**config.mk**
```make
export PLATFORM = sky130hd
export DESIGN_NAME = if_stage
export DESIGN_NICKNAME = d
export VERILOG_FILES = /design/src/rtl/if_stage.sv
export SDC_FILE = /design/constraint.sdc
export NUM_CORES = 1
export LEC_CHECK = 0
export CAP_MARGIN = 10
export CORE_UTILIZATION = 45
export CTS_CLUSTER_SIZE = 28
export DETAILED_ROUTE_END_ITERATION = 12
export GPL_TIMING_DRIVEN = 1
export HOLD_SLACK_MARGIN = 0.1
export PLACE_DENSITY = 0.76
export RECOVER_POWER = 50
export SETUP_SLACK_MARGIN = 0.3
export SLEW_MARGIN = 5
export SYNTH_ARGS = -nofsm -noshare
export SYNTH_HDL_FRONTEND = slang
export SYNTH_SLANG_ARGS = --single-unit
```
**constraint.sdc**
```tcl
create_clock -name clk -period 4.9 [get_ports clk]
set_input_delay 0.98 -clock clk [delete_from_list [all_inputs] [get_ports clk]]
set_output_delay 0.98 -clock clk [all_outputs]
set_load 0.005 [all_outputs]
```
**src/rtl/if_stage.sv**
```systemverilog
// Instruction fetch stage: one-outstanding-request fetcher with a 1-entry skid and an IF/ID register.
// Latency: a word acked in cycle N is visible on IF/ID in cycle N+1; with 1-cycle memory this sustains 1 instr/cycle.
// Backpressure: stall_in freezes IF/ID; a word arriving under stall parks in the skid and the fetcher stops requesting.
//
// Ports:
//   clk, rst (async, active-low)          clock and reset
//   stall_in, take_branch, branch_target  hazard hold and EX redirect (target bits [1:0] dropped)
//   if_mem_req, if_mem_addr               request to instruction memory
//   mem_if_ack, mem_if_data               response from instruction memory
//   if_id_IR, if_id_PC, if_id_valid_inst  IF/ID register feeding decode
//   fetch_count                           count of valid IF/ID loads (only with IF_FETCH_COUNT_EN defined)
//
// Memory handshake: a request is issued at every rising edge where if_mem_req=1 and no earlier request is
// still unanswered. req/addr stay fixed until the ack cycle; during the ack cycle they already describe the
// next request (or req drops to 0 when nothing follows), which is what allows back-to-back fetches.
module if_stage (
    input  logic        clk,
    input  logic        rst,
    input  logic        stall_in,
    input  logic        take_branch,
    input  logic [31:0] branch_target,
    output logic        if_mem_req,
    output logic [31:0] if_mem_addr,
    input  logic        mem_if_ack,
    input  logic [31:0] mem_if_data,
    output logic [31:0] if_id_IR,
    output logic [31:0] if_id_PC,
    output logic        if_id_valid_inst
`ifdef IF_FETCH_COUNT_EN
    ,
    output logic [31:0] fetch_count
`endif
);

    localparam logic [1:0]  ST_FETCH  = 2'd0;
    localparam logic [1:0]  ST_HOLD   = 2'd1;
    localparam logic [1:0]  ST_SQUASH = 2'd2;
    localparam logic [31:0] NOP       = 32'h0000_0013;

    logic [1:0]  r_state;
    logic [31:0] r_pc;        // address of the live fetch (or next fetch once a squash resolves)
    logic [31:0] r_sq_addr;   // address of the dead request being drained in SQUASH
    logic [31:0] r_skid_ir;   // parked word; its PC is r_pc, and it is valid exactly while in HOLD
    logic [31:0] r_id_ir;
    logic [31:0] r_id_pc;
    logic        r_id_vld;

    logic [1:0]  w_state_nxt;
    logic [31:0] w_pc_nxt;
    logic [31:0] w_sq_addr_nxt;
    logic [31:0] w_skid_nxt;
    logic        w_load;
    logic [31:0] w_load_ir;
    logic        w_req;
    logic [31:0] w_addr;
    logic [31:0] w_target;
    logic [31:0] w_pc_inc;

    assign w_target = branch_target & ~32'h0000_0003;
    assign w_pc_inc = r_pc + 32'd4;   // natural 32-bit wrap

    always_comb begin
        w_state_nxt   = r_state;
        w_pc_nxt      = r_pc;
        w_sq_addr_nxt = r_sq_addr;
        w_skid_nxt    = r_skid_ir;
        w_load        = 1'b0;
        w_load_ir     = mem_if_data;
        w_req         = 1'b0;
        w_addr        = r_pc;
        case (r_state)
            ST_FETCH: begin
                w_req = 1'b1;
                if (take_branch) begin
                    w_pc_nxt = w_target;
                    if (mem_if_ack) begin
                        // Word is dropped; target is requested from the next cycle.
                        w_req = 1'b0;
                    end else begin
                        // Request already in flight: keep it stable and drain it in SQUASH.
                        w_state_nxt   = ST_SQUASH;
                        w_sq_addr_nxt = r_pc;
                    end
                end else if (mem_if_ack) begin
                    if (stall_in) begin
                        w_req       = 1'b0;
                        w_state_nxt = ST_HOLD;
                        w_skid_nxt  = mem_if_data;
                    end else begin
                        w_load    = 1'b1;
                        w_load_ir = mem_if_data;
                        w_pc_nxt  = w_pc_inc;
                        w_addr    = w_pc_inc;   // next request issued in the ack cycle
                    end
                end
            end
            ST_HOLD: begin
                if (take_branch) begin
                    w_pc_nxt    = w_target;
                    w_state_nxt = ST_FETCH;
                end else if (!stall_in) begin
                    w_load      = 1'b1;
                    w_load_ir   = r_skid_ir;
                    w_pc_nxt    = w_pc_inc;
                    w_state_nxt = ST_FETCH;
                end
            end
            ST_SQUASH: begin
                w_req  = !mem_if_ack;
                w_addr = r_sq_addr;
                if (take_branch) begin
                    w_pc_nxt = w_target;
                end
                if (mem_if_ack) begin
                    w_state_nxt = ST_FETCH;
                end
            end
            default: begin
                w_state_nxt = ST_FETCH;
            end
        endcase
    end

    // Request is gated by reset directly so it drops the instant reset asserts.
    assign if_mem_req  = rst & w_req;
    assign if_mem_addr = w_addr;

    always_ff @(posedge clk or negedge rst) begin
        if (!rst) begin
            r_state   <= ST_FETCH;
            r_pc      <= 32'd0;
            r_sq_addr <= 32'd0;
            r_skid_ir <= NOP;
        end else begin
            r_state   <= w_state_nxt;
            r_pc      <= w_pc_nxt;
            r_sq_addr <= w_sq_addr_nxt;
            r_skid_ir <= w_skid_nxt;
        end
    end

    // IF/ID: redirect clears it even under stall; otherwise stall holds it exactly.
    always_ff @(posedge clk or negedge rst) begin
        if (!rst) begin
            r_id_ir  <= NOP;
            r_id_pc  <= 32'd0;
            r_id_vld <= 1'b0;
        end else if (take_branch) begin
            r_id_ir  <= NOP;
            r_id_vld <= 1'b0;
        end else if (!stall_in) begin
            if (w_load) begin
                r_id_ir  <= w_load_ir;
                r_id_pc  <= r_pc;
                r_id_vld <= 1'b1;
            end else begin
                r_id_ir  <= NOP;
                r_id_vld <= 1'b0;
            end
        end
    end

    assign if_id_IR         = r_id_ir;
    assign if_id_PC         = r_id_pc;
    assign if_id_valid_inst = r_id_vld;

`ifdef IF_FETCH_COUNT_EN
    logic [31:0] r_fetch_cnt;

    // w_load is only ever set when neither redirect nor stall blocks the IF/ID load.
    always_ff @(posedge clk or negedge rst) begin
        if (!rst) begin
            r_fetch_cnt <= 32'd0;
        end else if (w_load) begin
            r_fetch_cnt <= r_fetch_cnt + 32'd1;
        end
    end

    assign fetch_count = r_fetch_cnt;
`endif

endmodule

```
==> reports/metrics.json, run 1 <==
{
  "run_status": {
    "run_status": "finished with violations",
    "violations": "max-capacitance violations, max-slew violations"
  },
  "placed_design": {
    "dp_hpwl_mm": 19.6,
    "place.port_buffers": 160,
    "pre_cts_ws_ns": 0.157,
    "placed_cells": 1342,
    "finalWeightedCongestion": 0.968
  },
  "cells_and_area": {
    "final_util_pct": 59.4,
    "layoutNonFillerInstCount": 1378,
    "area_growth_pct": 27.9,
    "finish.net_count": 1173,
    "post_route_cells_drive_above_1_share_pct": 17.4
  },
  "yosys": {
    "post_synth_inst_count": 971,
    "yosysSeqAreaShare_pct": 43.1,
    "synth.cell_area_sq_um": 9130,
    "syn_area_per_cell_sq_um": 9.40,
    "synth-edff-count": 0,
    "yosys.cell_types.count": 72,
    "synth.yosys.warnings": 0,
    "synth-async-reset-ratio_pct": 100,
    "synth.ff_latch_count": 157,
    "dominantRegCellSynth": "sky130_fd_sc_hd__dfrtp_1"
  },
  "setup_path": {
    "cp_cell_sequence": "clkdlybuf4s50_1 -> buf_4 -> nand4b_4 -> nor4_2 -> buf_4 -> nand4_1 -> o211a_1 -> a211o_1 -> clkdlybuf4s50_1",
    "r2r.worst_path.cells": 9,
    "cpPeakStageDelay_ns": 0.46,
    "critical_path_arrival_ns": 3.57,
    "crit_path_end": "if_mem_addr[25]",
    "worst-setup-path-type": "in -> out",
    "crit_start": "stall_in",
    "setup.reg_to_reg.worst_slack_ns": 1.85,
    "worst-endpoint-required_ns": 3.92,
    "regToRegEndpoint": "r_pc[22]$_DFFE_PN0P_",
    "start_kind": "primary input",
    "cp-end-kind": "output port",
    "critPathMaxFanout": 15,
    "cpMaxStageDelayCell": "sky130_fd_sc_hd__clkdlybuf4s50_1",
    "source_of_the_worst_register_to_register_timing_path": "r_state[1]$_DFFE_PN0P_"
  },
  "timing": {
    "worst-slew-pin-transition_ns": 3.31,
    "period_share_pct": 92.9,
    "number_of_pins_exceeding_their_max_slew_limit_in_the_final_report": 111,
    "slew-limit-headroom_pct": -121,
    "grt_setup_unrepaired": "true",
    "final-hold-violation-count": 0,
    "setup-violations-final": 0,
    "clock_skew_ns": 0.0125,
    "period_minus_slack_ns": 4.55,
    "finalSetupTns_ns": 0,
    "post-route-worst-setup-slack_ns": 0.348,
    "fmax_ghz": 0.220
  },
  "die": {
    "io_pins": 167,
    "die_w_um": 144,
    "die_y_um": 144,
    "floorplan.initialDensity_pct": 46.4,
    "core-area_sq_um": 19700,
    "num_rows": 51,
    "dieArea_sq_um": 20900
  },
  "power": {
    "leakage_power_summed_over_all_cells_nw": 4.84,
    "power_per_unit_of_standard_cell_area_nw_per_um2": 628,
    "total_power_w": 0.00733,
    "peak_vdd_ir_v": 0.000307
  },
  "global_routing": {
    "antenna_found_initial": 2,
    "grt_first_pass_wirelength_mm": 44.5,
    "first_global_vias": 8030,
    "grt_start_max_net_pins": 62,
    "grt-ovfl-total": 0,
    "overall_routing_resource_usage_pct": 28.2
  },
  "clocking": {
    "tritoncts.num_buffers": 17,
    "cts_tree": "yes",
    "clockBufferDepth": 2,
    "clock_latency_ns": 0.44,
    "clk_transition_reported_paths_ns": 0.07,
    "cts_root_buffer_type": "sky130_fd_sc_hd__clkbuf_16",
    "cts_num_sinks": 157,
    "cts-hold-fix-buffers": 0,
    "cts-htree-levels": 4
  },
  "route": {
    "dr_total_vias": 8453,
    "remaining_drc_errors": 0,
    "detail-route-antenna-nets": 0,
    "detail_route.wirelength_mm": 28.5,
    "dr.first_iter.drc_count": 842,
    "post_drt_via_cell_ratio": 6.13,
    "routedWlPerCell_um": 20.7,
    "first_pass_iters": 5
  },
  "hold_path": {
    "hp-class": "reg -> reg"
  },
  "flow_run": {
    "drv_cap": 2
  }
}
cells in the final DEF (no fill, tap or decap), types with 4 or more instances in the layout:
| cell | n |
|---|---|
| sky130_fd_sc_hd__a211oi_1 | 9 |
| sky130_fd_sc_hd__a21o_1 | 6 |
| sky130_fd_sc_hd__a21oi_1 | 41 |
| sky130_fd_sc_hd__a221oi_1 | 7 |
| sky130_fd_sc_hd__a22oi_1 | 11 |
| sky130_fd_sc_hd__a31oi_1 | 12 |
| sky130_fd_sc_hd__and2_1 | 5 |
| sky130_fd_sc_hd__buf_4 | 40 |
| sky130_fd_sc_hd__clkbuf_16 | 17 |
| sky130_fd_sc_hd__clkdlybuf4s50_1 | 109 |
| sky130_fd_sc_hd__clkinv_8 | 4 |
| sky130_fd_sc_hd__conb_1 | 4 |
| sky130_fd_sc_hd__dfrtp_1 | 151 |
| sky130_fd_sc_hd__dfstp_2 | 6 |
| sky130_fd_sc_hd__dlygate4sd3_1 | 46 |
| sky130_fd_sc_hd__inv_1 | 10 |
| sky130_fd_sc_hd__inv_8 | 6 |
| sky130_fd_sc_hd__mux2_2 | 91 |
| sky130_fd_sc_hd__mux2i_1 | 32 |
| sky130_fd_sc_hd__nand2_1 | 127 |
| sky130_fd_sc_hd__nand2b_1 | 14 |
| sky130_fd_sc_hd__nand3_1 | 24 |
| sky130_fd_sc_hd__nand4_1 | 17 |
| sky130_fd_sc_hd__nor2_1 | 36 |
| sky130_fd_sc_hd__nor2b_1 | 4 |
| sky130_fd_sc_hd__nor3_1 | 21 |
| sky130_fd_sc_hd__nor4_1 | 9 |
| sky130_fd_sc_hd__nor4_2 | 4 |
| sky130_fd_sc_hd__o211ai_1 | 8 |
| sky130_fd_sc_hd__o21a_1 | 5 |
| sky130_fd_sc_hd__o21ai_0 | 92 |
| sky130_fd_sc_hd__o221ai_1 | 4 |
| sky130_fd_sc_hd__o22a_1 | 4 |
| sky130_fd_sc_hd__o22ai_1 | 8 |
| sky130_fd_sc_hd__o311ai_0 | 9 |
| sky130_fd_sc_hd__o31ai_1 | 7 |
| sky130_fd_sc_hd__or3_1 | 8 |
| sky130_fd_sc_hd__xnor2_1 | 17 |
| sky130_fd_sc_hd__xor2_1 | 10 |
routing by layer:
| layer | GRT usage (%) | share of wire, % | vias up |
|---|---|---|---|
| li1 | - | - | 3809 |
| met4 | 12.6 | 3.7 | 2 |
| met1 | 36.6 | 40 | 4117 |
| met3 | 7.95 | 11 | 75 |
| met5 | 0 | 0.053 | - |
| met2 | 43.5 | 45 | 450 |
sequential cells by signal, indices dropped and copies added, names as in the netlist:
| register | cells |
|---|---|
| if_id_IR | 32 |
| if_id_PC | 30 |
| if_id_valid_inst | 1 |
| r_pc | 30 |
| r_skid_ir | 32 |
| r_sq_addr | 30 |
| r_state | 2 |
metrics by stage:
step	cell area, sq um	hold WS (ns)
final	11700	0.474
after global routing	11700	0.503
after CTS	11600	0.483
after detailed placement	11000	0.470
after global placement	11000	0.459
after floorplan	9140	0.450
synthesized netlist by cell type, drive strengths merged, types with 17 or more instances:
cell	n	area [sq um]
a21oi	41	205
buf	26	123
clkbuf	70	264
dfrtp	151	3780
mux2	91	1020
mux2i	32	320
nand2	127	477
nand3	24	120
nand4	18	119
nor2	38	143
nor3	21	105
o21ai	93	465
xnor2	17	149
power breakdown:
group	switching [W]	internal [W]
registers	0.000555	0.00186
logic	0.00180	0.00173
clock network	0.000645	0.000742
total	0.00300	0.00433
worst min-delay path by stage:
| stage | startpoint | to | slack, ns | cells after the start |
|---|---|---|---|---|
| floorplan | r_sq_addr[26]$_DFFE_PN0P_ | r_sq_addr[26]$_DFFE_PN0P_ | 0.45 | 2 |
| global placement | if_id_IR[17]$_DFFE_PN0N_ | if_id_IR[17]$_DFFE_PN0N_ | 0.46 | 2 |
| detailed placement | if_id_IR[13]$_DFFE_PN0N_ | if_id_IR[13]$_DFFE_PN0N_ | 0.47 | 2 |
| CTS | rst | r_pc[13]$_DFFE_PN0P_ | 0.48 | 1 |
| global route | if_id_IR[3]$_DFFE_PN0N_ | if_id_IR[3]$_DFFE_PN0N_ | 0.50 | 2 |
| finish | if_id_IR[3]$_DFFE_PN0N_ | if_id_IR[3]$_DFFE_PN0N_ | 0.47 | 2 |
area by class of cell:
type,count,area [sq um]
diodes,1,2.50
clock buffers,17,425
clock inverters,15,198
fillers,1736,7990
inverters,10,37.5
multi-input cells,711,4830
flip-flops and latches,157,3940
well taps,265,332
repair buffers,202,1910
cells by family (layout without fill, tap and decap cells):
group | Yosys count | in the layout | share of synthesized area, %
and+or+nand+nor | 298 | 298 | 16.4
AOI/OAI and AO/OA | 254 | 254 | 17.8
DFF | 157 | 157 | 43.1
muxes | 123 | 123 | 14.7
buffers and inverters | 106 | 244 | 4.65
xor gates and xnor gates | 27 | 27 | 2.59
adders and majority gates | 5 | 5 | 0.686
other | 1 | 5 | 0.0411
timing repair:
| item | CTS | global route |
|---|---|---|
| setup endpoints to repair | 5 | 9 |
| hold endpoints to repair | 0 | 0 |
| buffers inserted | 0 | 3 |
| pin swaps | 0 | 1 |
| gates resized for setup | 5 | 8 |
worst max-delay path, delay by kind of cell:
kind,cells,cell delay [ns]
AOI/OAI and AO/OA,2,0.55
and+or+nand+nor,3,0.79
buffers and inverters,4,1.26
Note: power is estimated with default switching activity, not from simulation.
==> inputs of run 2 (changes only) <==
SETUP_SLACK_MARGIN = default   (was 0.3)
==> run 2 against run 1 <==
  * Worst setup slack worse by 0.19 ns
  * Critical path depth down 1
  * Via count up 0.12%
  * Largest cell class unchanged
  * Largest power group unchanged
  * Critical endpoint is now if_mem_addr[28]
  * The flow still finishes with violations (max-capacitance violations, max-slew violations)
==> reports/metrics.json, run 2 (synthesis gave the netlist of run 1 again) <==
{
  "cells_and_area": {
    "multi_input_area": {"value": 4790, "unit": "sq um", "change": "was 4830 sq um"},
    "area_growth": {"value": 27.2, "unit": "%", "change": "was 27.9%"},
    "post_route_cells_drive_above_1_share": {"value": 16.6, "unit": "%", "change": "was 17.4%"},
    "design_area": {"value": 11600, "unit": "sq um", "change": "was 11700 sq um"},
    "area.sequential": {"value": 3940, "unit": "sq um", "change": "unchanged"},
    "fill_cells": {"value": 1744, "change": "was 1736"},
    "final_cell_mix": {"value": "sky130_fd_sc_hd__dfrtp_1 (151), sky130_fd_sc_hd__nand2_1 (127), sky130_fd_sc_hd__clkdlybuf4s50_1 (112)", "change": "was sky130_fd_sc_hd__dfrtp_1 (151), sky130_fd_sc_hd__nand2_1 (127), sky130_fd_sc_hd__clkdlybuf4s50_1 (109)"},
    "layout_commonest_cell": {"value": "sky130_fd_sc_hd__dfrtp_1", "change": "unchanged"},
    "finish.net_count": {"value": 1170, "change": "was 1173"}
  },
  "clocking": {
    "cts_num_sinks": {"value": 157, "change": "unchanged"},
    "clock_latency": {"value": 0.44, "unit": "ns", "change": "about the same"},
    "clk_transition_reported_paths": {"value": 0.07, "unit": "ns", "change": "about the same"},
    "cts-htree-levels": {"value": 4, "change": "unchanged"},
    "tritoncts.num_buffers": {"value": 17, "change": "unchanged"},
    "cts_tree": {"value": "yes", "change": "unchanged"},
    "cts_root_buffer_type": {"value": "sky130_fd_sc_hd__clkbuf_16", "change": "unchanged"},
    "clockBufferDepth": {"value": 2, "change": "unchanged"},
    "cts-hold-fix-buffers": {"value": 0, "change": "unchanged"}
  },
  "setup_path": {
    "path_common_cell": "sky130_fd_sc_hd__clkdlybuf4s50_1",
    "worst-setup-path-type": {"value": "in -> out", "change": "unchanged"},
    "cp_cell_sequence": {"value": "clkdlybuf4s50_1 -> nand4b_2 -> or4_1 -> or4_4 -> nor2_1 -> xnor2_1 -> o21ai_0 -> clkdlybuf4s50_1", "change": "was clkdlybuf4s50_1 -> buf_4 -> nand4b_4 -> nor4_2 -> buf_4 -> nand4_1 -> o211a_1 -> a211o_1 -> clkdlybuf4s50_1"},
    "cpMaxStageDelayCell": {"value": "sky130_fd_sc_hd__or4_1", "change": "was sky130_fd_sc_hd__clkdlybuf4s50_1"},
    "cp_top_family": {"value": "simple AND/OR/NAND/NOR gates", "change": "was buffers and inverters"},
    "cp-end-kind": {"value": "output port", "change": "unchanged"},
    "source_of_the_worst_register_to_register_timing_path": {"value": "r_state[1]$_DFFE_PN0P_", "change": "unchanged"},
    "start_kind": {"value": "primary input", "change": "unchanged"},
    "cpPeakStageDelay": {"value": 0.61, "unit": "ns", "change": "was 0.46 ns"},
    "critPathMaxFanout": {"value": 3, "change": "was 15"},
    "crit_buf_inv": {"value": 2, "change": "was 4"},
    "crit_start": {"value": "stall_in", "change": "unchanged"},
    "worst-endpoint-required": {"value": 3.92, "unit": "ns", "change": "about the same"},
    "critical_path_arrival": {"value": 3.76, "unit": "ns", "change": "was 3.57 ns"}
  },
  "route": {
    "post_drt_via_cell_ratio": {"value": 6.15, "change": "was 6.13"},
    "detail-route-antenna-nets": {"value": 0, "change": "unchanged"},
    "routedWlPerCell": {"value": 20.7, "unit": "um", "change": "about the same"},
    "detail_route.wirelength": {"value": 28.5, "unit": "mm", "change": "about the same"},
    "first_pass_iters": {"value": 5, "change": "unchanged"},
    "remaining_drc_errors": {"value": 0, "change": "unchanged"},
    "dr.first_iter.drc_count": {"value": 856, "change": "was 842"},
    "dr_total_vias": {"value": 8463, "change": "was 8453"}
  },
  "placed_design": {
    "dp_hpwl": {"value": 19.6, "unit": "mm", "change": "unchanged"},
    "finalWeightedCongestion": {"value": 0.968, "change": "unchanged"},
    "place.port_buffers": {"value": 160, "change": "unchanged"},
    "placedInstanceArea": {"value": 11000, "unit": "sq um", "change": "unchanged"}
  },
  "timing": {
    "grt_setup_unrepaired": {"value": "false", "change": "was true"},
    "setup-violations-final": {"value": 0, "change": "unchanged"},
    "number_of_pins_exceeding_their_max_slew_limit_in_the_final_report": {"value": 111, "change": "unchanged"},
    "fmax": {"value": 0.211, "unit": "GHz", "change": "was 0.220 GHz"},
    "period_share": {"value": 96.8, "unit": "%", "change": "was 92.9%"},
    "finalSetupTns": {"value": 0, "unit": "ns", "change": "unchanged"},
    "final-hold-violation-count": {"value": 0, "change": "unchanged"},
    "period_minus_slack": {"value": 4.74, "unit": "ns", "change": "was 4.55 ns"},
    "worst-slew-pin-transition": {"value": 3.29, "unit": "ns", "change": "was 3.31 ns"},
    "slew-limit-headroom": {"value": -119, "unit": "%", "change": "was -121%"},
    "clock_skew": {"value": 0.0124, "unit": "ns", "change": "was 0.0125 ns"}
  },
  "run_status": {
    "violations": {"value": "max-capacitance violations, max-slew violations", "change": "unchanged"},
    "run_status": {"value": "finished with violations", "change": "unchanged"}
  },
  "global_routing": {
    "grt-ovfl-total": {"value": 0, "change": "unchanged"},
    "antenna_found_initial": {"value": 2, "change": "unchanged"},
    "first_global_vias": {"value": 8027, "change": "was 8030"},
    "grt_start_max_net_pins": {"value": 62, "change": "unchanged"},
    "overall_routing_resource_usage": {"value": 28.2, "unit": "%", "change": "about the same"},
    "grt_first_pass_wirelength": {"value": 44.4, "unit": "mm", "change": "was 44.5 mm"}
  },
  "hold_path": {
    "hold_start": {"value": "if_id_IR[3]$_DFFE_PN0N_", "change": "unchanged"},
    "hp-class": {"value": "reg -> reg", "change": "unchanged"}
  },
  "power": {
    "p_seq_share": {"value": 32.9, "unit": "%", "change": "about the same"},
    "share_clk_of_total_power": {"value": 18.9, "unit": "%", "change": "about the same"},
    "internal_power": {"value": 0.00433, "unit": "W", "change": "about the same"},
    "total_power": {"value": 0.00733, "unit": "W", "change": "about the same"},
    "swShare": {"value": 40.9, "unit": "%", "change": "about the same"},
    "total_switching_power": {"value": 0.00299, "unit": "W", "change": "was 0.00300 W"},
    "power_frac_comb": {"value": 48.1, "unit": "%", "change": "was 48.2%"},
    "peak_vdd_ir": {"value": 0.000307, "unit": "V", "change": "about the same"},
    "leakage_power_summed_over_all_cells": {"value": 4.78, "unit": "nW", "change": "was 4.84 nW"},
    "power_per_unit_of_standard_cell_area": {"value": 632, "unit": "nW/um^2", "change": "was 628 nW/um^2"}
  },
  "die": {
    "core-area": {"value": 19700, "unit": "sq um", "change": "unchanged"},
    "die_y": {"value": 144, "unit": "um", "change": "unchanged"},
    "num_rows": {"value": 51, "change": "unchanged"},
    "dieArea": {"value": 20900, "unit": "sq um", "change": "unchanged"},
    "floorplan.initialDensity": {"value": 46.4, "unit": "%", "change": "unchanged"},
    "die_w": {"value": 144, "unit": "um", "change": "unchanged"},
    "io_pins": {"value": 167, "change": "unchanged"}
  },
  "flow_run": {
    "drv_cap": {"value": 2, "change": "unchanged"}
  }
}
## run 2: cell count changes in the layout (fill, tap and decap cells not counted), moves of 2 or more
cell,before,now
sky130_fd_sc_hd__nor2_2,2,0
sky130_fd_sc_hd__nor4_2,4,2
sky130_fd_sc_hd__buf_4,40,36
sky130_fd_sc_hd__nor2_1,36,38
sky130_fd_sc_hd__nor4_1,9,11
sky130_fd_sc_hd__dlymetal6s2s_1,2,0
sky130_fd_sc_hd__clkdlybuf4s50_1,109,112
## run 2: path summary, 6_finish.rpt
| path | slack (ns) | cells after the start | end |
|---|---|---|---|
| setup / recovery | 0.16 | 8 | if_mem_addr[28] |
| hold / removal | 0.47 | 2 | if_id_IR[3]$_DFFE_PN0N_ |
| setup reg to reg | 1.86 | 9 | r_pc[22]$_DFFE_PN0P_ |
| hold reg to reg | 0.47 | 2 | if_id_IR[3]$_DFFE_PN0N_ |
| max in group asynchronous | 0.95 | 2 | r_skid_ir[26]$_DFFE_PN0P_ |
| min in group asynchronous | 0.48 | 1 | r_pc[13]$_DFFE_PN0P_ |
## run 2: stage by stage
| stage | utilization (%) | hold slack (ns) | setup slack [ns] | cells |
|---|---|---|---|---|
| 2_1_floorplan | - | 0.450 | 1.21 | 974 |
| 3_3_place_gp | 55.9 | 0.459 | 0.175 | 1342 |
| 3_5_place_dp | 55.9 | 0.470 | 0.157 | 1342 |
| 4_1_cts | 59.0 | 0.483 | 0.157 | 1374 |
| 5_1_grt | 59.0 | 0.503 | 0.0294 | 1374 |
| 6_report | 59.0 | 0.474 | 0.157 | 1375 |
## run 2: area by class of cell
cell class	count	area share [%]
Multi-Input combinational cell	711	41.3
Sequential cell	157	33.9
Timing Repair Buffer	199	16.2
Clock buffer	17	3.67
Tap cell	265	2.86
Clock inverter	15	1.70
Inverter	10	0.323
Antenna cell	1	0.0216
## run 2: power by group through the flow
stage / Sequential (W) / Combinational, W / Clock, W
CTS: 0.00240 / 0.00355 / 0.00141
global placement: 0.00239 / 0.00348 / 0
detailed placement: 0.00242 / 0.00353 / 0
floorplan: 0.00212 / 0.00228 / 0
finish: 0.00241 / 0.00353 / 0.00139
global route: 0.00248 / 0.00383 / 0.00146
## run 2: tightest hold or removal path, stage by stage, from the launching register on
cell                      delay (ns)
sky130_fd_sc_hd__dfrtp_1        0.34
sky130_fd_sc_hd__nand2_1        0.04
sky130_fd_sc_hd__o21ai_0        0.06
## run 2: layer usage
layer | global-route usage, % | up-vias | wire (um)
met5 | 0 | - | 14
met4 | 12.6 | 2 | 1040
met3 | 8.11 | 85 | 3050
met2 | 43.6 | 482 | 12900
met1 | 36.4 | 4099 | 11500
li1 | - | 3795 | -
## run 2: repair_timing
action | CTS | global route
setup buffers | 0 | 0
resized for setup | 0 | 1
endpoints found under the setup margin | 0 | 1
endpoints found under the hold margin | 0 | 0
